[config.mk]
export PLATFORM = sky130hd
export DESIGN_NAME = cdc_rx_sync_bank
export DESIGN_NICKNAME = d
export VERILOG_FILES = /design/src/rtl/cdc_pkg.sv /design/src/rtl/cdc_sync_cell.sv /design/src/rtl/cdc_rx_sync_bank.sv
export SDC_FILE = /design/constraint.sdc
export NUM_CORES = 1
export LEC_CHECK = 0
export BUFFER_PORTS_ARGS = -buffer_cell sky130_fd_sc_hd__buf_2
export CAP_MARGIN = 20
export CORE_AREA = 5 5 47 49
export DETAILED_ROUTE_END_ITERATION = 12
export DIE_AREA = 0 0 52 54
export HOLD_SLACK_MARGIN = 0.03
export PLACE_DENSITY_LB_ADDON = 0.1
export SKIP_LAST_GASP = 1
export SLEW_MARGIN = 20
export SYNTH_ARGS = -nofsm -noshare
export SYNTH_HDL_FRONTEND = slang
export SYNTH_SLANG_ARGS = --single-unit
[constraint.sdc]
create_clock -name clkB -period 3.6 [get_ports clkB]
set_clock_uncertainty 0.15 [all_clocks]
set_input_delay 0.54 -clock clkB [delete_from_list [all_inputs] [get_ports clkB]]
set_output_delay 0.54 -clock clkB [all_outputs]
set_load 0.005 [all_outputs]
[src/rtl/cdc_pkg.sv]
// rtl/cdc_pkg.sv - shared constants and parameter checks for the CDC receive bank
package cdc_pkg;

    // Shallowest synchroniser chain that still gives a metastability settling stage
    localparam int CDC_MIN_STAGES = 2;

    // True when a requested synchroniser depth is deep enough to be trusted
    function automatic bit cdc_stages_ok(input int stages);
        return (stages >= CDC_MIN_STAGES);
    endfunction

endpackage

[src/rtl/cdc_sync_cell.sv]
// rtl/cdc_sync_cell.sv - single-bit multi-flop synchroniser chain
module cdc_sync_cell
    import cdc_pkg::*;
#(
    parameter int STAGES = 2
) (
    input  logic clk_i,
    input  logic rst_ni,
    input  logic d_i,
    output logic q_o
);

    if (!cdc_stages_ok(STAGES)) begin : g_bad_stages
        $error("cdc_sync_cell: STAGES must be at least CDC_MIN_STAGES");
    end

    // Flops in this chain are the synchroniser; no logic may sit between them
    (* ASYNC_REG = "TRUE" *) logic [STAGES-1:0] sync_q;

    // Shift the asynchronous input through the chain; first stage may go metastable
    always_ff @(posedge clk_i or negedge rst_ni) begin
        if (!rst_ni) begin
            sync_q <= '0;
        end else begin
            sync_q <= {sync_q[STAGES-2:0], d_i};
        end
    end

    assign q_o = sync_q[STAGES-1];

endmodule

[src/rtl/cdc_rx_sync_bank.sv]
// rtl/cdc_rx_sync_bank.sv - destination-side bank of level/pulse channels plus toggle-handshake data bus
module cdc_rx_sync_bank
    import cdc_pkg::*;
#(
    parameter int NUM_CH      = 4,
    parameter int SYNC_STAGES = 2,
    parameter     PULSE_MASK  = 4'b0000,
    parameter int DATA_W      = 8
) (
    input  logic              clkB,
    input  logic              rstB,
    input  logic [NUM_CH-1:0] ch_in,
    output logic [NUM_CH-1:0] ch_out,
    input  logic              req_tgl_in,
    input  logic [DATA_W-1:0] data_in,
    output logic [DATA_W-1:0] data_out,
    output logic              data_vld,
    output logic              ack_tgl_out
);

    if (!cdc_stages_ok(SYNC_STAGES)) begin : g_bad_stages
        $error("cdc_rx_sync_bank: SYNC_STAGES must be at least CDC_MIN_STAGES");
    end

    if ($bits(PULSE_MASK) != NUM_CH) begin : g_bad_mask
        $error("cdc_rx_sync_bank: PULSE_MASK width must equal NUM_CH");
    end

    localparam logic [NUM_CH-1:0] MODE_MASK = PULSE_MASK;

    // ------------------------------------------------------------------
    // 1-bit channels
    // ------------------------------------------------------------------
    logic [NUM_CH-1:0] ch_sync;

    for (genvar i = 0; i < NUM_CH; i++) begin : g_ch
        cdc_sync_cell #(
            .STAGES (SYNC_STAGES)
        ) u_ch_sync (
            .clk_i  (clkB),
            .rst_ni (rstB),
            .d_i    (ch_in[i]),
            .q_o    (ch_sync[i])
        );

        if (MODE_MASK[i]) begin : g_pulse
            logic prev_q;
            logic pulse_q;
            logic pulse_d;

            // Any change between the synced value and its last copy is one source transition
            always_comb begin
                pulse_d = ch_sync[i] ^ prev_q;
            end

            // Edge-history flop and registered one-cycle pulse output
            always_ff @(posedge clkB or negedge rstB) begin
                if (!rstB) begin
                    prev_q  <= 1'b0;
                    pulse_q <= 1'b0;
                end else begin
                    prev_q  <= ch_sync[i];
                    pulse_q <= pulse_d;
                end
            end

            assign ch_out[i] = pulse_q;
        end else begin : g_level
            assign ch_out[i] = ch_sync[i];
        end
    end

    // ------------------------------------------------------------------
    // Toggle-handshake data bus
    // ------------------------------------------------------------------
    logic              req_sync;
    logic              ack_q;
    logic              vld_q;
    logic [DATA_W-1:0] data_q;
    logic              capture_d;

    cdc_sync_cell #(
        .STAGES (SYNC_STAGES)
    ) u_req_sync (
        .clk_i  (clkB),
        .rst_ni (rstB),
        .d_i    (req_tgl_in),
        .q_o    (req_sync)
    );

    // A new word is pending whenever the synced request differs from the last acknowledged level
    always_comb begin
        capture_d = req_sync ^ ack_q;
    end

    // Capture data_in only on the qualifying edge; the ack register doubles as the toggle back to source
    always_ff @(posedge clkB or negedge rstB) begin
        if (!rstB) begin
            ack_q  <= 1'b0;
            vld_q  <= 1'b0;
            data_q <= '0;
        end else begin
            vld_q <= capture_d;
            if (capture_d) begin
                ack_q  <= req_sync;
                data_q <= data_in;
            end
        end
    end

    assign data_out    = data_q;
    assign data_vld    = vld_q;
    assign ack_tgl_out = ack_q;

endmodule

======== After elaboration in Yosys (flattened, before gate mapping) ========
Index checks and enable logic that the tools add are counted.
storage, ports and cells
  word-level logic and storage cells ...... 9
  memories kept ........................... 0
  memory bits (read-only) ................. 0
  register bits after elaboration ......... 20
  latch bits .............................. 0
  memory bits (writable) .................. 0
cells by class
  shifts and indexed selects .............. 0
  $add $sub $neg .......................... 0
  order comparisons ....................... 0
  div/mod/pow operators ................... 0
  bitwise operators ....................... 1
  reduce and logical (&&, ||, !) cells .... 0
  muxes and demuxes ....................... 0
  $mul .................................... 0
  equal/unequal tests ..................... 0
operator list
  cell               count
  1-bit bitwise XOR  1

======== Depth between registers and ports, before layout ========
Gate-level depths: netlist of the first run.
  depth in word-level cells ............... 1
  mapped depth ............................ 2
  depth with buffers taken out ............ 2

======== Cells and area by module ========
A second synthesis of the first run with hierarchy kept.
unflattened totals
  cells, all modules ...................... 30
  area total of the unflattened synthesis .. 621.8 um^2
modules (own cells, without submodules)
  module            sequential area each (um^2)  cells each  area an instance (um^2)  times used
  cdc_rx_sync_bank  250.2                        20          371.6                    1
  cdc_sync_cell     50.0                         2           50.0                     5

======== Worst setup path before layout of the first run ========
OpenSTA, ideal clock, no wires.
  path kind ............................... register -> register
  from .................................... reg ack_q (netlist: ack_tgl_out)
  to ...................................... reg data_q[0] (netlist: data_out[0])
  setup slack ............................. 2.252 ns
  data required time ...................... 3.325 ns
  buffers on the path ..................... 0
  setup time .............................. 0.125 ns
  period minus slack after synthesis ...... 1.348 ns
  arrival ................................. 1.074 ns
  stages on the path, launching flop included .. 3
  path through ............................ dfrtp_1 > xor2_4 > mux2_2
between the ends
  longest elaborated chain between the ends .. 1
RTL lines
  what                    line                     text
  from (decl)             cdc_rx_sync_bank.sv:77   logic ack_q;
  from (signal assigned)  cdc_rx_sync_bank.sv:105  ack_q <= req_sync;
  1-bit bitwise XOR       cdc_rx_sync_bank.sv:93   capture_d = req_sync ^ ack_q;
  net capture_d           cdc_rx_sync_bank.sv:80   logic capture_d;
  to (signal assigned)    cdc_rx_sync_bank.sv:106  data_q <= data_in;
  to (decl)               cdc_rx_sync_bank.sv:79   logic [DATA_W-1:0] data_q;
The timed path passes the listed nets, and every way through them passes these cells.
A chain may end at the register's enable or synchronous reset.

======== Final worst setup path of the first run ========
  from .................................... reg ack_q (netlist: ack_tgl_out)
  to ...................................... out ack_tgl_out
RTL lines
  what       line                    text
  to (decl)  cdc_rx_sync_bank.sv:18  output logic ack_tgl_out
No word-level cell between the ends.

==> impl_results.md, run 1 <==
- Combinational fraction of design power: 10.8%
- Start of the worst register-to-register path: ack_tgl_out
- Library cell with the highest instance count after synthesis: sky130_fd_sc_hd__dfrtp_1
- Global Route met3 Usage: 4.43%
- Share of final-layout standard cells stronger than drive strength 1: 66.1%
- Pwr/cell area: roughly 560 nW/µm²
- Pin count of the biggest net entering global routing: 21
- Largest fanout on the critical path: 2
- Area growth from synthesis to layout: 31.1%
- Start-to-end type of the worst setup path: register to primary output
- Ordered cell list for the critical path: buf_2
- Aggregate negative setup slack: 0 ps
- Area used by multi-input combinational logic: ~120 µm²
- First-pass GRT wire length: 1520 µm
- Proportion of synthesized chip area in sequential cells: 76.8%
- Number of maximum-capacitance violations: 0
- Violation count after the first detailed-route iteration: 2
- Required time of the critical path: 2910 ps
- Area of the die: 2810 µm²
- Post-route fraction of the period consumed by the critical path: 43.8%
- Warnings from Yosys: 0
- Initial Util: 35.8%
- Clock latency at the later pin of the worst-skew pair: 290 ps
- Total Power: slightly below 500 µW
- Remaining Overflow, GRT: 0
- Half-perimeter wire length after placement: 763 µm
- Clk sink count: 20
- Launch point of the worst hold path: ch_in[3]
- Port buffer count: 28
- Final wirelength: 958 µm
- Initial antenna violation count: 0
- Ant. Diodes: 0
- Shortest clock period the worst path allows after layout: approximately 1600 ps
- Number of setup violations in the final report: 0
- Mean instance size in the synthesized netlist: 19.2 µm²
- Core Footprint: 1820 µm²
- Post-synth top area cell: sky130_fd_sc_hd__dfrtp_1
- Vias per cell: 3.84
- Top_reg_cell synth: sky130_fd_sc_hd__dfrtp_1
- Maximum level of the CTS H-tree: 1
- Top cells by count, synth: sky130_fd_sc_hd__dfrtp_1, sky130_fd_sc_hd__mux2_2, sky130_fd_sc_hd__buf_4
- Final Slew Violations: 0
- TritonCTS clock tree: built
- Static Leakage: 0.000414 µW
- Worst setup SP type: register
- Critical-path cell with the highest stage delay: sky130_fd_sc_hd__dfrtp_1
- Worst hold slack: 199 ps
- Deepest clock path buffer count: 2
- Post-Synthesis Net Count: 49
- Switching power of the nets: 92.5 µW
- Clock transition at the register clock pins on the worst setup and hold paths after CTS: between 100 and 150 ps
- Row Count: 16
- Maximum resistive drop on vdd: 0.000411 V
- Number of hold violations in the final report: 0
- Sequential group share of total power: 52.8%
- Seq cells post-synth: 20
- Number of instances in the synthesized netlist: 34
- Worst hold path type: primary input to register
- Highest Clock Rate: 634 MHz
- Sequential cell area: 500 µm²
- First-pass iteration count of the detailed router: 2
- Cell area after placement: 792 µm²
- Longest individual stage delay on the worst path: 450 ps
- Switching Share: roughly a fifth
- Number of distinct library cells after synthesis: 5
- Result of the run: finished clean
- DRC: 0
- All-layer global routing usage: 7.90%
- Clock share of power: 36.4%
- Arr. time, crit path: 890 ps
- Top Usage Layer GRT: met2
- Internal power: 389 µW
- Global Route met1 Usage: 9.33%
- Top delay family on crit path: flip-flops
- Fill cell count: 160
- Setup repair after global routing missed its margin: false
- FFs w/ async S/R, synth: 100%
- Relative max-transition margin: 72.0%
- Util after Layout: a little under half
- Routability congestion estimate: 0.663
- Met2 Usage GRT: between 10% and 20%
- Synth top area share: about three quarters
- Total I/O pin count: 29
- Setup slack, reg-to-reg: approximately 2200 ps
- Slew @ Worst Pin: 420 ps
- Kind of end point of the critical path: primary output
- Net count reported at finish: 78
- Number of synthesized flops with an enable pin: 0
- CP bufs+invs: 1
- Launch point of the critical path: ack_tgl_out
- Die boundary width: 52 µm
- Clock Tree Root: sky130_fd_sc_hd__clkbuf_4
- Routed length per placed instance: 10.8 µm
- TritonCTS Buffers: 3
- Final design area excluding fillers: 855 µm²
- Number of global-route vias before repair: around 340
- Post-synthesis instance area: 652 µm²
- Die height: 54 µm
- Via count of the routed design: 342
- Post-route ant nets: 0
- Leading post-synthesis cells by cell area: sky130_fd_sc_hd__dfrtp_1, sky130_fd_sc_hd__mux2_2, sky130_fd_sc_hd__buf_4
per-stage QoR:
step | setup slack (ps) | cells
detailed placement | 2180 | 84
finish | 2020 | 89
floorplan | 2250 | 34
global route | 1970 | 89
global placement | 2190 | 84
CTS | 2000 | 89
logic make-up (layout without fill, tap and decap cells):
group	count (synthesis)	in the layout	synth area share, %
flops	20	20	76.8
mux	8	8	13.8
buf+inv	5	33	5.18
xor+xnor	1	1	4.22
layout make-up:
class,instances,area share [%]
clock buffer,3,2.64
clock inverter,1,3.51
multi-input combinational,9,13.8
sequential,20,58.6
tap,27,3.95
timing repair buffer,29,17.6
sequential cells by signal, indices dropped and copies added, names as in the netlist:
signal and cells:
data_vld 1, g_ch.u_ch_sync.sync_q 8, u_req_sync.sync_q 2, data_out 8, ack_tgl_out 1
cell usage in the layout (no fill, tap or decap), drive strengths merged:
cell | netlist | layout
clkbuf | 1 | 3
xor2 | 1 | 1
buf | 4 | 28
dfrtp | 20 | 20
bufinv | 0 | 1
mux2 | 8 | 8
dlygate4sd3 | 0 | 1
per-layer routing:
layer	routed length (µm)	vias up	part of all wire, %
li1	-	163	-
met4	0	0	0
met3	121	0	13
met1	401	160	42
met5	0	-	0
met2	434	19	45
timing repair:
action                                  in CTS  in global routing
endpoints found under the setup margin       0                  0
resized for setup                            0                  0
endpoints found under the hold margin       20                  0
buffers inserted                             0                  0
hold buffers                                 1                  0
power groups by stage:
| stage | Combinational, µW | Clock (µW) | Sequential (µW) |
|---|---|---|---|
| final | 52.1 | 175 | 254 |
| after global routing | 57.8 | 194 | 257 |
| after CTS | 53.8 | 183 | 255 |
| after detailed placement | 52.9 | 0 | 259 |
| after global placement | 52.7 | 0 | 260 |
| after floorplan | 22.5 | 0 | 261 |
final timing paths:
kind                                                to  cells past startpoint
min in group asynchronous                  ack_tgl_out                      2
max reg2reg                                data_out[7]                      2
min                        g_ch[3].u_ch_sync.sync_q[0]                      1
min reg2reg                       u_req_sync.sync_q[1]                      0
max                                        ack_tgl_out                      1
max in group asynchronous                  data_out[7]                      2
(Power assumes the default switching activity.)
==> inputs of run 2 (changes only) <==
--- a/config.mk
+++ b/config.mk
@@ -5,11 +5,12 @@
 export SDC_FILE = /design/constraint.sdc
 export NUM_CORES = 1
 export LEC_CHECK = 0
+export ABC_AREA = 1
 export BUFFER_PORTS_ARGS = -buffer_cell sky130_fd_sc_hd__buf_2
 export CAP_MARGIN = 20
-export CORE_AREA = 5 5 47 49
+export CORE_AREA = 5 5 48 50
 export DETAILED_ROUTE_END_ITERATION = 12
-export DIE_AREA = 0 0 52 54
+export DIE_AREA = 0 0 53 55
 export HOLD_SLACK_MARGIN = 0.03
 export PLACE_DENSITY_LB_ADDON = 0.1
 export SKIP_LAST_GASP = 1
==> constraint.sdc (replaced) <==
create_clock -name clkB -period 1.3 [get_ports clkB]
set_clock_uncertainty 0.15 [all_clocks]
set_input_delay 0.195 -clock clkB [delete_from_list [all_inputs] [get_ports clkB]]
set_output_delay 0.195 -clock clkB [all_outputs]
set_load 0.005 [all_outputs]
==> run 2 against run 1 <==
  * Cell count increased by 39%
  * Wire length increased by 45%
  * Die area increased by 3.8%
  * First-iteration DRC count increased by 100%
  * Final area increased by 16%
  * Global-route usage increased by 3.3 points
  * Critical endpoint unchanged
==> impl_results.md, run 2 <==
- Ant. Diodes: 0 (unchanged)
- Aggregate negative setup slack: 0 ps (unchanged)
- Met2 Usage GRT: 20.7% (+9.2 points)
- Internal power: 934 µW (+140%)
- Post-Synthesis Net Count: 71 (+45%)
- Seq cells post-synth: 20 (unchanged)
- Die height: 55 µm (+1.9%)
- Pin count of the biggest net entering global routing: 21 (unchanged)
- Logic depth of the worst setup path including buffers: 1 (unchanged)
- Total Power: 1220 µW (+150%)
- Vias per cell: 4.30 (+12%)
- Total I/O pin count: 29 (unchanged)
- Clock latency at the later pin of the worst-skew pair: 290 ps (about the same)
- Number of synthesized flops with an enable pin: 0 (unchanged)
- Initial antenna violation count: 0 (unchanged)
- Most common cell after layout, fill and taps aside: sky130_fd_sc_hd__buf_2
- Maximum level of the CTS H-tree: 1 (unchanged)
- Relative max-transition margin: 72.2% (+0.20 points)
- Post-synth top area cell: sky130_fd_sc_hd__dfrtp_1
- Sequential cell area: 500 µm² (unchanged)
- Routability congestion estimate: 0.575 (-13%)
- Library cell with the highest instance count after synthesis: sky130_fd_sc_hd__dfrtp_1
- Slew @ Worst Pin: 418 ps (-2.93 ps)
- Remaining Overflow, GRT: 0 (unchanged)
- Global Route met1 Usage: 11.3% (+1.9 points)
- Sequential group share of total power: 57.1% (+4.3 points)
- CP bufs+invs: 1 (unchanged)
- Top Usage Layer GRT: met2
- Clock transition at the register clock pins on the worst setup and hold paths after CTS: 110 ps (about the same)
- Switching power of the nets: 283 µW (+210%)
- TritonCTS Buffers: 3 (unchanged)
- Arr. time, crit path: 860 ps (-30 ps)
- Via count of the routed design: 533 (+56%)
- Routed length per placed instance: 11.2 µm (+4.3%)
- Post-cts sizing count: 0 (unchanged)
- Violation count after the first detailed-route iteration: 4 (+2)
- Shortest clock period the worst path allows after layout: between 1000 and 1500 ps
- Combinational fraction of design power: 13.8% (+3.0 points)
- Highest Clock Rate: 831 MHz
- TritonCTS clock tree: built
- Leading post-synthesis cells by cell area: sky130_fd_sc_hd__dfrtp_1, sky130_fd_sc_hd__nand3_1, sky130_fd_sc_hd__nand2_1
- All-layer global routing usage: 11.2% (+3.3 points)
- Clock Tree Root: sky130_fd_sc_hd__clkbuf_4
- Result of the run: finished clean
- Proportion of synthesized chip area in sequential cells: 73.8% (-3.0 points)
- Post-CTS Setup Bufs: 0 (unchanged)
- Port buffer count: 28 (unchanged)
- Kind of end point of the critical path: primary output
- Share of final-layout standard cells stronger than drive strength 1: 37.1% (-29 points)
- Required time of the critical path: 950 ps (-1960 ps)
- Area of the die: 2920 µm² (+3.8%)
- Largest fanout on the critical path: 4 (+2)
- Critical-path cell with the highest stage delay: sky130_fd_sc_hd__dfrtp_1
- Synth top area share: 73.8% (-3.0 points)
- Clock share of power: 29.1% (-7.3 points)
- Post-route fraction of the period consumed by the critical path: 92.6%
- Switching Share: 23.2% (+4.0 points)
- Top cells by count, synth: sky130_fd_sc_hd__dfrtp_1, sky130_fd_sc_hd__nand3_1, sky130_fd_sc_hd__nand2_1
- Number of setup violations in the final report: 0 (unchanged)
- Most used cells in the layout excluding fill and tap cells: sky130_fd_sc_hd__buf_2, sky130_fd_sc_hd__dfrtp_1, sky130_fd_sc_hd__nand3_1
- Row Count: 16 (unchanged)
- Util after Layout: 53.4% (+6.5 points)
- Deepest clock path buffer count: 2 (unchanged)
- Fill cell count: 178 (+11%)
- DRC: 0 (unchanged)
- Setup repair after global routing missed its margin: false
- Number of hold violations in the final report: 0 (unchanged)
- Global Route met3 Usage: 3.22% (-1.2 points)
- Final Slew Violations: 0 (unchanged)
- Area used by multi-input combinational logic: 136 µm² (+16%)
- Post-route ant nets: 0 (unchanged)
- R2R depth: 3 (+1)
- Final wirelength: 1390 µm (+45%)
- First-pass iteration count of the detailed router: 4 (+2)
- Worst hold path type: primary input to asynchronous set/reset pin
- Start-to-end type of the worst setup path: register to primary output
- Core Footprint: 1860 µm² (+2.2%)
- Warnings from Yosys: 0 (unchanged)
- Pwr/cell area: 1220 nW/µm² (+120%)
- Clk sink count: 20 (unchanged)
- Net count reported at finish: 113 (+45%)
- First-pass GRT wire length: 2250 µm (+48%)
- Number of global-route vias before repair: 561 (+65%)
- Number of instances in the synthesized netlist: 56 (+65%)
- Initial Util: 36.4% (+0.64 points)
- Longest individual stage delay on the worst path: 420 ps (-30 ps)
- Mean instance size in the synthesized netlist: 12.1 µm² (-37%)
- Number of distinct library cells after synthesis: 8 (+3)
- Top_reg_cell synth: sky130_fd_sc_hd__dfrtp_1
- Area growth from synthesis to layout: 46.7%
- Maximum resistive drop on vdd: 0.000706 V (+72%)
- Die boundary width: 53 µm (+1.9%)
- Top delay family on crit path: flip-flops
- Ordered cell list for the critical path: buf_2
- FFs w/ async S/R, synth: 100% (unchanged)
- Post-synthesis instance area: 678 µm² (+4.0%)
- Half-perimeter wire length after placement: 895 µm (+17%)
- Worst setup SP type: register
- Number of hold buffers added after CTS: 14 (+13)
- Setup WS pre-CTS: 219 ps (-1960 ps)
- Worst Slack Setup Final: 96.5 ps (-1930 ps)
- Number of maximum-capacitance violations: 0 (unchanged)
- Static Leakage: 0.000517 µW (+25%)
[run 2: changes by cell type after synthesis, sizes merged]
cell,before,now
nand2,0,13
xor2,1,0
nand3,0,16
mux2,8,0
inv,0,2
[run 2: path summary, 6_finish.rpt]
path / startpoint / to / slack (ps)
setup / recovery: ack_tgl_out / ack_tgl_out / 100
hold / removal: rstB / g_ch[3].u_ch_sync.sync_q[0] / 200
min in group clkB: u_req_sync.sync_q[0] / u_req_sync.sync_q[1] / 210
setup reg to reg: u_req_sync.sync_q[1] / data_out[6] / 200
hold reg to reg: u_req_sync.sync_q[0] / u_req_sync.sync_q[1] / 210
max in group asynchronous: rstB / data_out[6] / 500
[run 2: logic make-up (layout without fill, tap and decap cells)]
| family | after synthesis | count (layout) | share of synthesized area [%] |
|---|---|---|---|
| buf+inv | 7 | 48 | 6.09 |
| flops | 20 | 20 | 73.8 |
| simple gates | 29 | 29 | 20.1 |
[run 2: power by group through the flow]
stage	Sequential [µW]	Combinational (µW)	Clock (µW)
after detailed placement	707	140	0
after CTS	695	172	365
after global routing	700	192	386
after global placement	707	138	0
final	694	168	354
after floorplan	710	59.3	0
[run 2: cell type report]
cell class	count	area share [%]
clock buffer	4	3.65
inverter	2	0.755
multi-input combinational	29	13.7
sequential	20	50.3
tap	27	3.40
timing repair buffer	42	28.2
[run 2: layer usage]
layer	share of wire, %	vias up
li1	-	262
met1	43	249
met2	49	20
met3	6.6	2
met4	0.86	0
met5	0	-
[run 2: through the flow]
stage | hold slack, ps | instance area [µm²] | std cells
after global routing | 218 | 995 | 124
final | 204 | 995 | 124
after detailed placement | 13.1 | 818 | 106
after global placement | 9.43 | 818 | 106
after CTS | 216 | 995 | 124
after floorplan | -251 | 678 | 56
